File: config.mk
export PLATFORM = sky130hd
export DESIGN_NAME = riscv_decode_stage_flat
export DESIGN_NICKNAME = d
export VERILOG_FILES = /design/src/rtl/riscv_decode_stage_pkg.sv /design/src/rtl/riscv_decode_stage_if.sv /design/src/rtl/riscv_decode_comb.sv /design/src/rtl/riscv_decode_stage.sv /design/src/flat_wrapper.sv
export SDC_FILE = /design/constraint.sdc
export NUM_CORES = 1
export LEC_CHECK = 0
export CAP_MARGIN = 20
export CORE_MARGIN = 5
export CORE_UTILIZATION = 50
export CTS_CLUSTER_SIZE = 20
export DETAILED_ROUTE_END_ITERATION = 10
export HOLD_SLACK_MARGIN = 0.12
export PLACE_DENSITY_LB_ADDON = 0.2
export SLEW_MARGIN = 20
export SYNTH_ARGS = -nofsm -noshare
export SYNTH_HDL_FRONTEND = slang
export SYNTH_SLANG_ARGS = --single-unit
File: constraint.sdc
create_clock -name clk_i -period 7.3 [get_ports clk_i]
set_clock_uncertainty 0.05 [all_clocks]
set_input_delay 2.19 -clock clk_i [delete_from_list [all_inputs] [get_ports clk_i]]
set_output_delay 2.19 -clock clk_i [all_outputs]
set_load 0.005 [all_outputs]
File: src/rtl/riscv_decode_stage_pkg.sv
// Shared RV32 decode definitions: opcodes, immediate formats, decoded bundle
// and the funct3/funct7 legality tables used by the decoder.
package riscv_pkg;

   localparam logic [6:0] OPC_LOAD     = 7'b0000011;
   localparam logic [6:0] OPC_MISC_MEM = 7'b0001111;
   localparam logic [6:0] OPC_OP_IMM   = 7'b0010011;
   localparam logic [6:0] OPC_AUIPC    = 7'b0010111;
   localparam logic [6:0] OPC_STORE    = 7'b0100011;
   localparam logic [6:0] OPC_OP       = 7'b0110011;
   localparam logic [6:0] OPC_LUI      = 7'b0110111;
   localparam logic [6:0] OPC_BRANCH   = 7'b1100011;
   localparam logic [6:0] OPC_JALR     = 7'b1100111;
   localparam logic [6:0] OPC_JAL      = 7'b1101111;
   localparam logic [6:0] OPC_SYSTEM   = 7'b1110011;

   localparam logic [6:0] F7_BASE   = 7'b0000000;
   localparam logic [6:0] F7_ALT    = 7'b0100000;
   localparam logic [6:0] F7_MULDIV = 7'b0000001;

   localparam logic [31:0] INSTR_ECALL  = 32'h0000_0073;
   localparam logic [31:0] INSTR_EBREAK = 32'h0010_0073;

   typedef enum logic [2:0] {
      IMM_NONE = 3'd0,
      IMM_I    = 3'd1,
      IMM_S    = 3'd2,
      IMM_B    = 3'd3,
      IMM_U    = 3'd4,
      IMM_J    = 3'd5
   } imm_type_e;

   typedef struct packed {
      logic [6:0]  opcode;
      logic [4:0]  rd;
      logic [4:0]  rs1;
      logic [4:0]  rs2;
      logic [2:0]  funct3;
      logic [6:0]  funct7;
      logic [31:0] imm;
      imm_type_e   imm_type;
      logic        is_load;
      logic        is_store;
      logic        is_branch;
      logic        is_jal;
      logic        is_jalr;
      logic        is_lui;
      logic        is_auipc;
      logic        is_op;
      logic        is_op_imm;
      logic        is_muldiv;
      logic        is_fence;
      logic        is_system;
      logic        is_csr;
      logic        rd_we;
      logic        rs1_used;
      logic        rs2_used;
      logic        illegal;
   } dec_t;

   function automatic logic legal_load_f3(input logic [2:0] f3);
      return (f3 == 3'b000) || (f3 == 3'b001) || (f3 == 3'b010) ||
             (f3 == 3'b100) || (f3 == 3'b101);
   endfunction

   function automatic logic legal_store_f3(input logic [2:0] f3);
      return (f3 == 3'b000) || (f3 == 3'b001) || (f3 == 3'b010);
   endfunction

   function automatic logic legal_branch_f3(input logic [2:0] f3);
      return (f3 != 3'b010) && (f3 != 3'b011);
   endfunction

   function automatic logic legal_fence_f3(input logic [2:0] f3);
      return (f3 == 3'b000) || (f3 == 3'b001);
   endfunction

   // SUB/SRA only exist as the alternate encoding of ADD/SRL
   function automatic logic legal_op_f7(input logic [2:0] f3, input logic [6:0] f7,
                                        input logic en_m);
      logic ok;
      case (f7)
         F7_BASE:   ok = 1'b1;
         F7_ALT:    ok = (f3 == 3'b000) || (f3 == 3'b101);
         F7_MULDIV: ok = en_m;
         default:   ok = 1'b0;
      endcase
      return ok;
   endfunction

   // Only the shift-immediate forms constrain funct7
   function automatic logic legal_op_imm_f7(input logic [2:0] f3, input logic [6:0] f7);
      logic ok;
      case (f3)
         3'b001:  ok = (f7 == F7_BASE);
         3'b101:  ok = (f7 == F7_BASE) || (f7 == F7_ALT);
         default: ok = 1'b1;
      endcase
      return ok;
   endfunction

   function automatic logic [31:0] imm_sel(input logic [31:0] instr, input imm_type_e t);
      logic [31:0] imm;
      case (t)
         IMM_I:   imm = {{20{instr[31]}}, instr[31:20]};
         IMM_S:   imm = {{20{instr[31]}}, instr[31:25], instr[11:7]};
         IMM_B:   imm = {{19{instr[31]}}, instr[31], instr[7], instr[30:25], instr[11:8], 1'b0};
         IMM_U:   imm = {instr[31:12], 12'h000};
         IMM_J:   imm = {{11{instr[31]}}, instr[31], instr[19:12], instr[20], instr[30:21], 1'b0};
         default: imm = 32'h0000_0000;
      endcase
      return imm;
   endfunction

endpackage

File: src/rtl/riscv_decode_stage_if.sv
// Fetch-side and execute-side handshake bundle of the decode stage.
interface riscv_decode_stage_if
   import riscv_pkg::*;
#(
   parameter int CNT_W = 16
) ();

   logic             flush_i;
   logic             in_valid_i;
   logic             in_ready_o;
   logic [31:0]      in_instr_i;
   logic [31:0]      in_pc_i;
   logic             out_valid_o;
   logic             out_ready_i;
   logic [31:0]      out_pc_o;
   dec_t             out_dec_o;
   logic [CNT_W-1:0] illegal_cnt_o;

   modport slave (
      input  flush_i, in_valid_i, in_instr_i, in_pc_i, out_ready_i,
      output in_ready_o, out_valid_o, out_pc_o, out_dec_o, illegal_cnt_o
   );

   modport master (
      output flush_i, in_valid_i, in_instr_i, in_pc_i, out_ready_i,
      input  in_ready_o, out_valid_o, out_pc_o, out_dec_o, illegal_cnt_o
   );

endinterface

File: src/rtl/riscv_decode_comb.sv
// Combinational RV32 instruction decoder: fields, immediate, category and legality.
module riscv_decode_comb
   import riscv_pkg::*;
#(
   parameter bit ENABLE_M   = 1'b0,
   parameter bit ENABLE_CSR = 1'b1
) (
   input  logic [31:0] instr,
   output dec_t        dec
);

   logic legal;

   // Decode by opcode, then strip categories and register usage from illegal words
   always_comb begin
      dec        = '0;
      legal      = 1'b0;
      dec.opcode = instr[6:0];
      dec.rd     = instr[11:7];
      dec.funct3 = instr[14:12];
      dec.rs1    = instr[19:15];
      dec.rs2    = instr[24:20];
      dec.funct7 = instr[31:25];
      case (instr[6:0])
         OPC_LOAD: begin
            dec.imm_type = IMM_I;
            legal        = legal_load_f3(instr[14:12]);
            dec.is_load  = 1'b1;
            dec.rd_we    = 1'b1;
            dec.rs1_used = 1'b1;
         end
         OPC_STORE: begin
            dec.imm_type = IMM_S;
            legal        = legal_store_f3(instr[14:12]);
            dec.is_store = 1'b1;
            dec.rs1_used = 1'b1;
            dec.rs2_used = 1'b1;
         end
         OPC_BRANCH: begin
            dec.imm_type  = IMM_B;
            legal         = legal_branch_f3(instr[14:12]);
            dec.is_branch = 1'b1;
            dec.rs1_used  = 1'b1;
            dec.rs2_used  = 1'b1;
         end
         OPC_JALR: begin
            dec.imm_type = IMM_I;
            legal        = (instr[14:12] == 3'b000);
            dec.is_jalr  = 1'b1;
            dec.rd_we    = 1'b1;
            dec.rs1_used = 1'b1;
         end
         OPC_JAL: begin
            dec.imm_type = IMM_J;
            legal        = 1'b1;
            dec.is_jal   = 1'b1;
            dec.rd_we    = 1'b1;
         end
         OPC_LUI: begin
            dec.imm_type = IMM_U;
            legal        = 1'b1;
            dec.is_lui   = 1'b1;
            dec.rd_we    = 1'b1;
         end
         OPC_AUIPC: begin
            dec.imm_type = IMM_U;
            legal        = 1'b1;
            dec.is_auipc = 1'b1;
            dec.rd_we    = 1'b1;
         end
         OPC_OP_IMM: begin
            dec.imm_type  = IMM_I;
            legal         = legal_op_imm_f7(instr[14:12], instr[31:25]);
            dec.is_op_imm = 1'b1;
            dec.rd_we     = 1'b1;
            dec.rs1_used  = 1'b1;
         end
         OPC_OP: begin
            legal        = legal_op_f7(instr[14:12], instr[31:25], ENABLE_M);
            dec.is_muldiv = (instr[31:25] == F7_MULDIV);
            dec.is_op     = (instr[31:25] != F7_MULDIV);
            dec.rd_we     = 1'b1;
            dec.rs1_used  = 1'b1;
            dec.rs2_used  = 1'b1;
         end
         OPC_MISC_MEM: begin
            legal        = legal_fence_f3(instr[14:12]);
            dec.is_fence = 1'b1;
         end
         OPC_SYSTEM: begin
            if (instr[14:12] == 3'b000) begin
               legal         = (instr == INSTR_ECALL) || (instr == INSTR_EBREAK);
               dec.is_system = 1'b1;
            end else if (instr[14:12] == 3'b100) begin
               legal = 1'b0;
            end else begin
               // funct3[2] selects the immediate CSR forms, which read no register
               legal        = ENABLE_CSR;
               dec.is_csr   = 1'b1;
               dec.rd_we    = 1'b1;
               dec.rs1_used = ~instr[14];
            end
         end
         default: legal = 1'b0;
      endcase
      if (instr[1:0] != 2'b11) begin
         legal = 1'b0;
      end
      dec.imm = imm_sel(instr, dec.imm_type);
      if (!legal) begin
         dec.is_load   = 1'b0;
         dec.is_store  = 1'b0;
         dec.is_branch = 1'b0;
         dec.is_jal    = 1'b0;
         dec.is_jalr   = 1'b0;
         dec.is_lui    = 1'b0;
         dec.is_auipc  = 1'b0;
         dec.is_op     = 1'b0;
         dec.is_op_imm = 1'b0;
         dec.is_muldiv = 1'b0;
         dec.is_fence  = 1'b0;
         dec.is_system = 1'b0;
         dec.is_csr    = 1'b0;
         dec.rd_we     = 1'b0;
         dec.rs1_used  = 1'b0;
         dec.rs2_used  = 1'b0;
         dec.illegal   = 1'b1;
      end
      if (dec.rd == 5'd0) begin
         dec.rd_we = 1'b0;
      end
   end

endmodule

File: src/rtl/riscv_decode_stage.sv
// Registered decode stage: combinational decode captured into a main/skid
// register pair, plus a saturating counter of accepted illegal instructions.
module riscv_decode_stage
   import riscv_pkg::*;
#(
   parameter bit ENABLE_M   = 1'b0,
   parameter bit ENABLE_CSR = 1'b1,
   parameter int CNT_W      = 16
) (
   input logic                 clk_i,
   input logic                 rst_i,
   riscv_decode_stage_if.slave bus
);

   dec_t             dec_p0;
   logic             accept_p0;
   logic             drain_p1;
   logic             main_vld_p1;
   logic [31:0]      main_pc_p1;
   dec_t             main_dec_p1;
   logic             skid_vld_p1;
   logic [31:0]      skid_pc_p1;
   dec_t             skid_dec_p1;
   logic [CNT_W-1:0] cnt_p1;

   function automatic logic [CNT_W-1:0] sat_inc(input logic [CNT_W-1:0] v);
      return (&v) ? v : v + 1'b1;
   endfunction

   riscv_decode_comb #(
      .ENABLE_M   (ENABLE_M),
      .ENABLE_CSR (ENABLE_CSR)
   ) u_decode (
      .instr (bus.in_instr_i),
      .dec   (dec_p0)
   );

   // ---- p0 -> p1: acceptance and drain qualifiers ----
   // Ready is derived purely from the skid register so it never waits on out_ready_i
   assign accept_p0 = bus.in_valid_i & ~skid_vld_p1 & ~bus.flush_i;
   assign drain_p1  = main_vld_p1 & bus.out_ready_i;

   // Main/skid buffer update; flush discards both entries and any same-cycle input
   always_ff @(posedge clk_i) begin
      if (rst_i) begin
         main_vld_p1 <= 1'b0;
         main_pc_p1  <= '0;
         main_dec_p1 <= '0;
         skid_vld_p1 <= 1'b0;
         skid_pc_p1  <= '0;
         skid_dec_p1 <= '0;
      end else if (bus.flush_i) begin
         main_vld_p1 <= 1'b0;
         skid_vld_p1 <= 1'b0;
      end else if (drain_p1) begin
         if (skid_vld_p1) begin
            main_pc_p1  <= skid_pc_p1;
            main_dec_p1 <= skid_dec_p1;
            skid_vld_p1 <= 1'b0;
         end else if (accept_p0) begin
            main_pc_p1  <= bus.in_pc_i;
            main_dec_p1 <= dec_p0;
         end else begin
            main_vld_p1 <= 1'b0;
         end
      end else if (!main_vld_p1) begin
         if (accept_p0) begin
            main_vld_p1 <= 1'b1;
            main_pc_p1  <= bus.in_pc_i;
            main_dec_p1 <= dec_p0;
         end
      end else if (accept_p0) begin
         skid_vld_p1 <= 1'b1;
         skid_pc_p1  <= bus.in_pc_i;
         skid_dec_p1 <= dec_p0;
      end
   end

   // Debug count of accepted illegal words; survives flush, cleared only by reset
   always_ff @(posedge clk_i) begin
      if (rst_i) begin
         cnt_p1 <= '0;
      end else if (accept_p0 && dec_p0.illegal) begin
         cnt_p1 <= sat_inc(cnt_p1);
      end
   end

   assign bus.in_ready_o    = ~skid_vld_p1;
   assign bus.out_valid_o   = main_vld_p1;
   assign bus.out_pc_o      = main_pc_p1;
   assign bus.out_dec_o     = main_dec_p1;
   assign bus.illegal_cnt_o = cnt_p1;

endmodule

File: src/flat_wrapper.sv
// flat-port wrapper written by rule: the top's interface ports become plain ports
module riscv_decode_stage_flat import riscv_pkg::*;
#(
   parameter bit ENABLE_M   = 1'b0,
   parameter bit ENABLE_CSR = 1'b1,
   parameter int CNT_W      = 16
)
  (clk_i, rst_i, bus_flush_i, bus_in_valid_i, bus_in_instr_i, bus_in_pc_i, bus_out_ready_i, bus_in_ready_o, bus_out_valid_o, bus_out_pc_o, bus_out_dec_o, bus_illegal_cnt_o);
  riscv_decode_stage_if #(.CNT_W(CNT_W)) bus_i ();
  input logic clk_i;
  input logic rst_i;
  input wire logic [$bits(bus_i.flush_i)-1:0] bus_flush_i;
  input wire logic [$bits(bus_i.in_valid_i)-1:0] bus_in_valid_i;
  input wire logic [$bits(bus_i.in_instr_i)-1:0] bus_in_instr_i;
  input wire logic [$bits(bus_i.in_pc_i)-1:0] bus_in_pc_i;
  input wire logic [$bits(bus_i.out_ready_i)-1:0] bus_out_ready_i;
  output wire logic [$bits(bus_i.in_ready_o)-1:0] bus_in_ready_o;
  output wire logic [$bits(bus_i.out_valid_o)-1:0] bus_out_valid_o;
  output wire logic [$bits(bus_i.out_pc_o)-1:0] bus_out_pc_o;
  output wire logic [$bits(bus_i.out_dec_o)-1:0] bus_out_dec_o;
  output wire logic [$bits(bus_i.illegal_cnt_o)-1:0] bus_illegal_cnt_o;
  assign bus_i.flush_i = bus_flush_i;
  assign bus_i.in_valid_i = bus_in_valid_i;
  assign bus_i.in_instr_i = bus_in_instr_i;
  assign bus_i.in_pc_i = bus_in_pc_i;
  assign bus_i.out_ready_i = bus_out_ready_i;
  assign bus_in_ready_o = bus_i.in_ready_o;
  assign bus_out_valid_o = bus_i.out_valid_o;
  assign bus_out_pc_o = bus_i.out_pc_o;
  assign bus_out_dec_o = bus_i.out_dec_o;
  assign bus_illegal_cnt_o = bus_i.illegal_cnt_o;
  riscv_decode_stage #(.ENABLE_M(ENABLE_M), .ENABLE_CSR(ENABLE_CSR), .CNT_W(CNT_W)) u_core (.clk_i(clk_i), .rst_i(rst_i), .bus(bus_i));
endmodule
[Word level (Yosys, flattened, before mapping)]
Cells that the tools add are included.
Storage, ports and cells
  flip-flop bits (word level): 250
  bits in latches: 0
  memory bits (writable): 0
  bits in read-only memories: 0
  bits of input ports: 69
  output and inout port bits: 134
  logic and storage cells: 162
  memories kept: 0
Operators by class
  add/subtract/negate cells: 1
  $mul: 0
  divide/modulo/power cells: 0
  $lt $le $gt $ge: 0
  eq/ne operators: 31
  shift operators: 0
  multiplexer cells: 41
  bitwise operators: 8
  reduce and logical (&&, ||, !) cells: 26
Operator list (number)
  $mux 84: 4
  $pmux 32 s5: 1
  $mux 32: 4
  $eq 32x21->1 const B: 1
  $eq 32x7->1 const B: 1
  $eq 7x6->1 const B: 4
  $eq 7x7->1 const B: 4
  $mux 1: 22
  $mux 17: 1
  $add 16x1->16 const B: 1
  $reduce_and 16->1: 1
  $pmux 3 s5: 1
  $eq 7x5->1 const B: 2
  $eq 3x3->1 const B: 4
  $reduce_or 3->1: 4
  $eq 3x2->1 const B: 3
  $pmux 1 s9: 1
  $pmux 1 s2: 4
  $reduce_and 2->1: 4
  $eq 7x1->1 const B: 1
  $eq 7x2->1 const B: 1
  $eq 7x4->1 const B: 1
  $logic_not 7->1: 1
  $logic_or 1x1->1: 7
  other kinds (16): 29

[Longest topological paths before layout]
  word-level depth: 12
  gate-level depth with buffers: 10

[By module]
Synthesis repeated with hierarchy kept, for this count alone.
Second synthesis, totals
  cell total of the unflattened synthesis: 1313
  area, all modules: 10613.9 um2
By module, submodules not included
  riscv_decode_stage: times used 1, cells each 1143, area each 9516.6 um2, seq. area each 5004.8 um2
  riscv_decode_comb: times used 1, cells each 170, area each 1097.3 um2, seq. area each 0.0 um2

[Least setup slack after synthesis]
Ideal clock, no wire load.
  kind: input to register
  start: in bus_in_instr_i[2]
  end: reg u_core.cnt_p1[15] (netlist: u_core.bus.illegal_cnt_o[15])
  setup time: 0.059 ns
  arrival: 3.880 ns
  path slack: 3.311 ns
  stages: 10
  cells stage by stage: buf_6 > and3_1 > buf_6 > o21ai_4 > o21ai_1 > nor4b_2 > buf_4 > nand2_4 > or4_1 > nand2_1
Between the ends
  word-level cells in the longest chain between the ends: 8
  elaborated cells on any way between the ends: 21
RTL lines
  start, declared: RTL line flat_wrapper.sv:14  | input wire logic [$bits(bus_i.in_instr_i)-1:0] bus_in_instr_i;
  $eq 32x7->1 or $eq 32x21->1 (tied branches): RTL line riscv_decode_comb.sv:92  | legal = (instr == INSTR_ECALL) || (instr == INSTR_EBREAK);
  $logic_or 1x1->1: RTL line riscv_decode_comb.sv:92
  $mux 1: RTL line riscv_decode_comb.sv:91  | if (instr[14:12] == 3'b000) begin
  $pmux 1 s9 *: RTL line riscv_decode_comb.sv:24  | case (instr[6:0])
  $mux 1 *: RTL line riscv_decode_comb.sv:106  | if (instr[1:0] != 2'b11) begin
  $mux 17 *: RTL line riscv_decode_comb.sv:110  | if (!legal) begin
  $logic_and 1x1->1 *: RTL line riscv_decode_stage.sv:83  | end else if (accept_p0 && dec_p0.illegal) begin
  $reduce_and 2->1 (no source line) *
  end signal, assigned: RTL line riscv_decode_stage.sv:84  | cnt_p1 <= sat_inc(cnt_p1);
  end, declared: RTL line riscv_decode_stage.sv:24  | logic [CNT_W-1:0] cnt_p1;
Mark *: on every way between the ends. The rest lies on a longest branch, timed or not.
A chain may end at the register's enable or synchronous reset.

[Worst setup path in the final report]
  start: in bus_in_instr_i[5]
  end: reg u_core.main_dec_p1, in the netlist u_core.bus.out_dec_o[42]
Between the ends
  word-level cells in the longest chain between the ends: 8
  elaborated cells on any way between the ends: 21
RTL lines
  $eq 7x5->1 (tied with other cells): RTL line riscv_decode_comb.sv:24
  $reduce_or 3->1 (no source line) or $reduce_or 2->1 (tied branches)
  $pmux 3 s5 *: RTL line riscv_decode_comb.sv:24
  $eq 3x3->1 (tied with other cells): RTL line riscv_decode_stage_pkg.sv:104  | case (t)
  $pmux 32 s5 *: RTL line riscv_decode_stage_pkg.sv:104
  $mux 84 *: RTL line riscv_decode_stage.sv:60, riscv_decode_stage.sv:67
  $mux 84 (on tied branches): RTL line riscv_decode_stage.sv:66, riscv_decode_stage.sv:56
  $mux 84 *: RTL line riscv_decode_stage.sv:55  | end else if (drain_p1) begin
  end signal, assigned: RTL line riscv_decode_stage.sv:58  | main_dec_p1 <= skid_dec_p1;
  end signal, assigned: RTL line riscv_decode_stage.sv:62  | main_dec_p1 <= dec_p0;
  end signal, assigned: RTL line riscv_decode_stage.sv:70  | main_dec_p1 <= dec_p0;
  end, declared: RTL line riscv_decode_stage.sv:20  | dec_t main_dec_p1;
Mark *: on every way between the ends. The rest lies on a longest branch, timed or not. The select of a mux whose other input is x is not followed.

==> impl_metrics.ini <==
[setup_path]
ff2ff_setup_slack_ps = 4280
rr_worst_depth = 5
critPathMaxFanout = 15
r2r-start = u_core.skid_vld_p1
crit_arrival_ps = 5390
reg2reg_to = u_core.skid_dec_p1[42]
worstSetupEndpointType = flop
critical_path.max_stage_delay_ps = 840
cp_data_required_time_ps = 7680
worstPathCellList = clkdlybuf4s50_1 -> and3b_1 -> nand2_1 -> a21oi_1 -> a21oi_1 -> nand2_1 -> o21ai_0 -> a211oi_1
cp-start-kind = input pin
critPathSlowestCell = clkdlybuf4s50_1
critical_path_class = in2reg

[power_and_ir_drop]
finalPower_uw = 3160
ir_drop_mv = 0.148
p_clk_frac = 0.455
power_frac_seq = 0.451
p_leak_uw = 0.00444
power_density_nw_per_um2 = 238
p_int_uw = 2440
power_switching_uw = 723
p_comb_frac = 0.094
p_sw_frac = 0.229

[finish]
n_antenna_cell = 0
nFillCells = 1772
drive_above_1_share = 0.0523
post-route-util = 0.655
final_cell_mix = dfxtp_1, nand2_1, clkdlybuf4s50_1, nor2_1, a211oi_1
final_cell_area_um2 = 13300
nets = 1466
layout_commonest_cell = dfxtp_1
areaGrowthSynthToFinish_pct = 28.9

[worst_hold_path]
holdPathEnd = u_core.skid_dec_p1[7]
whs_path_depth = 2
min_path_type = reg2reg
hold_path.startpoint = u_core.skid_dec_p1[7]

[logic_synthesis]
synthArstFlopShare = 0
synth_nets = 1342
syn_inst = 1272
yosys_warnings = 0
yosysTopAreaCellShare = 0.485
synthFlopType = dfxtp_1
synth_enable_flop_cells = 0
synth-seq-area-share = 0.485
ys_types = 64
postSynthRegisterBits = 250
syn-cell-area_um2 = 10300
syn_area_per_cell_um2 = 8.11
yosys.area.top_type = dfxtp_1
ys_top_cells_by_area = dfxtp_1, a211oi_1, nand2_1, nor2_1, a21oi_1

[cts]
cts_sinks = 250
root_buffer = clkbuf_16
postCtsSetupRepairBufs = 0
ctsResizeCount = 0
cts_tree = done
hold_buffers = 0
h-tree-depth = 1
clock_path_buffers = 3
cts-buffers-inserted = 26
clk_latency_ps = 530
clk_pin_slew_ps = 60

[floorplan]
row_count = 52
die_area_um2 = 23600
die_w_um = 154
die_h_um = 154
ios = 203
coreArea_um2 = 20300
floorplan.initialDensity = 0.508

[detailed_routing]
drcViolationCount = 0
routed_wl_mm = 31.2
wl_per_cell_um = 18.5
vias_per_cell = 5.79
vias = 9770
antenna_left = 0
dr.pass1.iters = 7
initialDrtViolationCount = 841

[global_route]
grt_pass1_vias = 9016
grt_start_max_net_pins = 131
grt_first_pass_wirelength_mm = 49.5
grtUsageTotal = 0.249
grt_overflow_total = 0
antenna_found_initial = 0

[run_status]
status = finished clean

[placement]
hpwl_mm = 19.8
io_buffers = 202
gp_congestion = 0.865
place_area_um2 = 12300

[job]
drv_cap = 0

[sta]
worst_pin_slew_ps = 1120
slew-limit-headroom = 0.252
rsz0062_at_grt = false
finalCritPeriodShare = 0.686
hold_viol = 0
slew_violations = 0
period_minus_slack_ps = 5010
fin_tns_setup_ps = 0
fmax_mhz = 200
whs_ps = 394
setup_viol = 0
## layer usage
metal | part of all wire | up-vias | track usage
li1 | - | 4727 | -
met1 | 0.44 | 4603 | 0.355
met2 | 0.46 | 384 | 0.385
met3 | 0.075 | 56 | 0.0489
met4 | 0.026 | 0 | 0.0728
met5 | 0 | - | 0
## synth_stat cells (all sizes together) (6+ instances only)
| cell | instances |
|---|---|
| dfxtp | 250 |
| o21a | 6 |
| xor2 | 6 |
| and2 | 12 |
| nor3 | 8 |
| o21ai | 29 |
| nand4 | 12 |
| nand3 | 14 |
| nand2 | 217 |
| a2111oi | 11 |
| nand2b | 6 |
| and3 | 9 |
| o22ai | 84 |
| or3 | 7 |
| a211oi | 123 |
| a21oi | 108 |
| buf | 25 |
| nor4 | 9 |
| inv | 8 |
| clkbuf | 92 |
| nor2 | 190 |
## sequential cells by signal, indices dropped and copies added (netlist names)
signal and flops:
u_core.skid_vld_p1 1, u_core.bus.illegal_cnt_o 16, u_core.bus.out_pc_o 32, u_core.bus.out_dec_o 84
u_core.skid_pc_p1 32, u_core.bus.out_valid_o 1, u_core.skid_dec_p1 84
## worst max-delay path by stage
stage / from / depth (start not counted) / slack [ps] / endpoint
after floorplan: bus_in_instr_i[2] / 10 / 3310 / u_core.bus.illegal_cnt_o[15]
after global placement: bus_in_instr_i[3] / 9 / 1880 / u_core.bus.illegal_cnt_o[1]
after detailed placement: bus_in_instr_i[5] / 8 / 1920 / u_core.bus.out_dec_o[43]
after CTS: bus_in_instr_i[5] / 8 / 2430 / u_core.bus.out_dec_o[42]
after global routing: bus_in_instr_i[5] / 6 / 2180 / u_core.bus.out_dec_o[33]
final: bus_in_instr_i[5] / 8 / 2290 / u_core.bus.out_dec_o[42]
## area by class of cell
class / count / area [um^2] / area share
sequential: 250 / 5000 / 0.377
multi-input combinational: 897 / 4850 / 0.365
inverter: 8 / 30.0 / 0.00226
timing repair buffer: 213 / 2120 / 0.160
clock buffer: 40 / 805 / 0.0605
tap: 270 / 338 / 0.0254
clock inverter: 8 / 140 / 0.0105
## cells by family after synthesis
family | Yosys count | share of synthesized area
AND/OR/NAND/NOR | 504 | 0.211
AO/OA/AOI/OAI | 381 | 0.243
flip-flops | 250 | 0.485
buffers and inverters | 125 | 0.0500
XOR/XNOR | 9 | 0.00764
multiplexers | 2 | 0.00194
adder cells (fa/ha/maj) | 1 | 0.00121
## power by group through the flow
stage	Sequential (uW)	Clock (uW)	Combinational, uW
3_5_place_dp	1460	0	297
2_1_floorplan	1450	0	138
6_report	1430	1440	297
3_3_place_gp	1450	0	293
4_1_cts	1430	1460	298
5_1_grt	1430	1530	322
## metrics by stage
stage	std cells	setup slack [ps]
global route	1686	2180
CTS	1686	2430
floorplan	1272	3310
finish	1686	2290
detailed placement	1638	1920
global placement	1638	1880
## worst max-delay path: cells and delay by family
kind	cells	cell delay (ps)
AO/OA/AOI/OAI	4	1700
buffers and inverters	1	840
AND/OR/NAND/NOR	3	640
(Power assumes the default switching activity.)
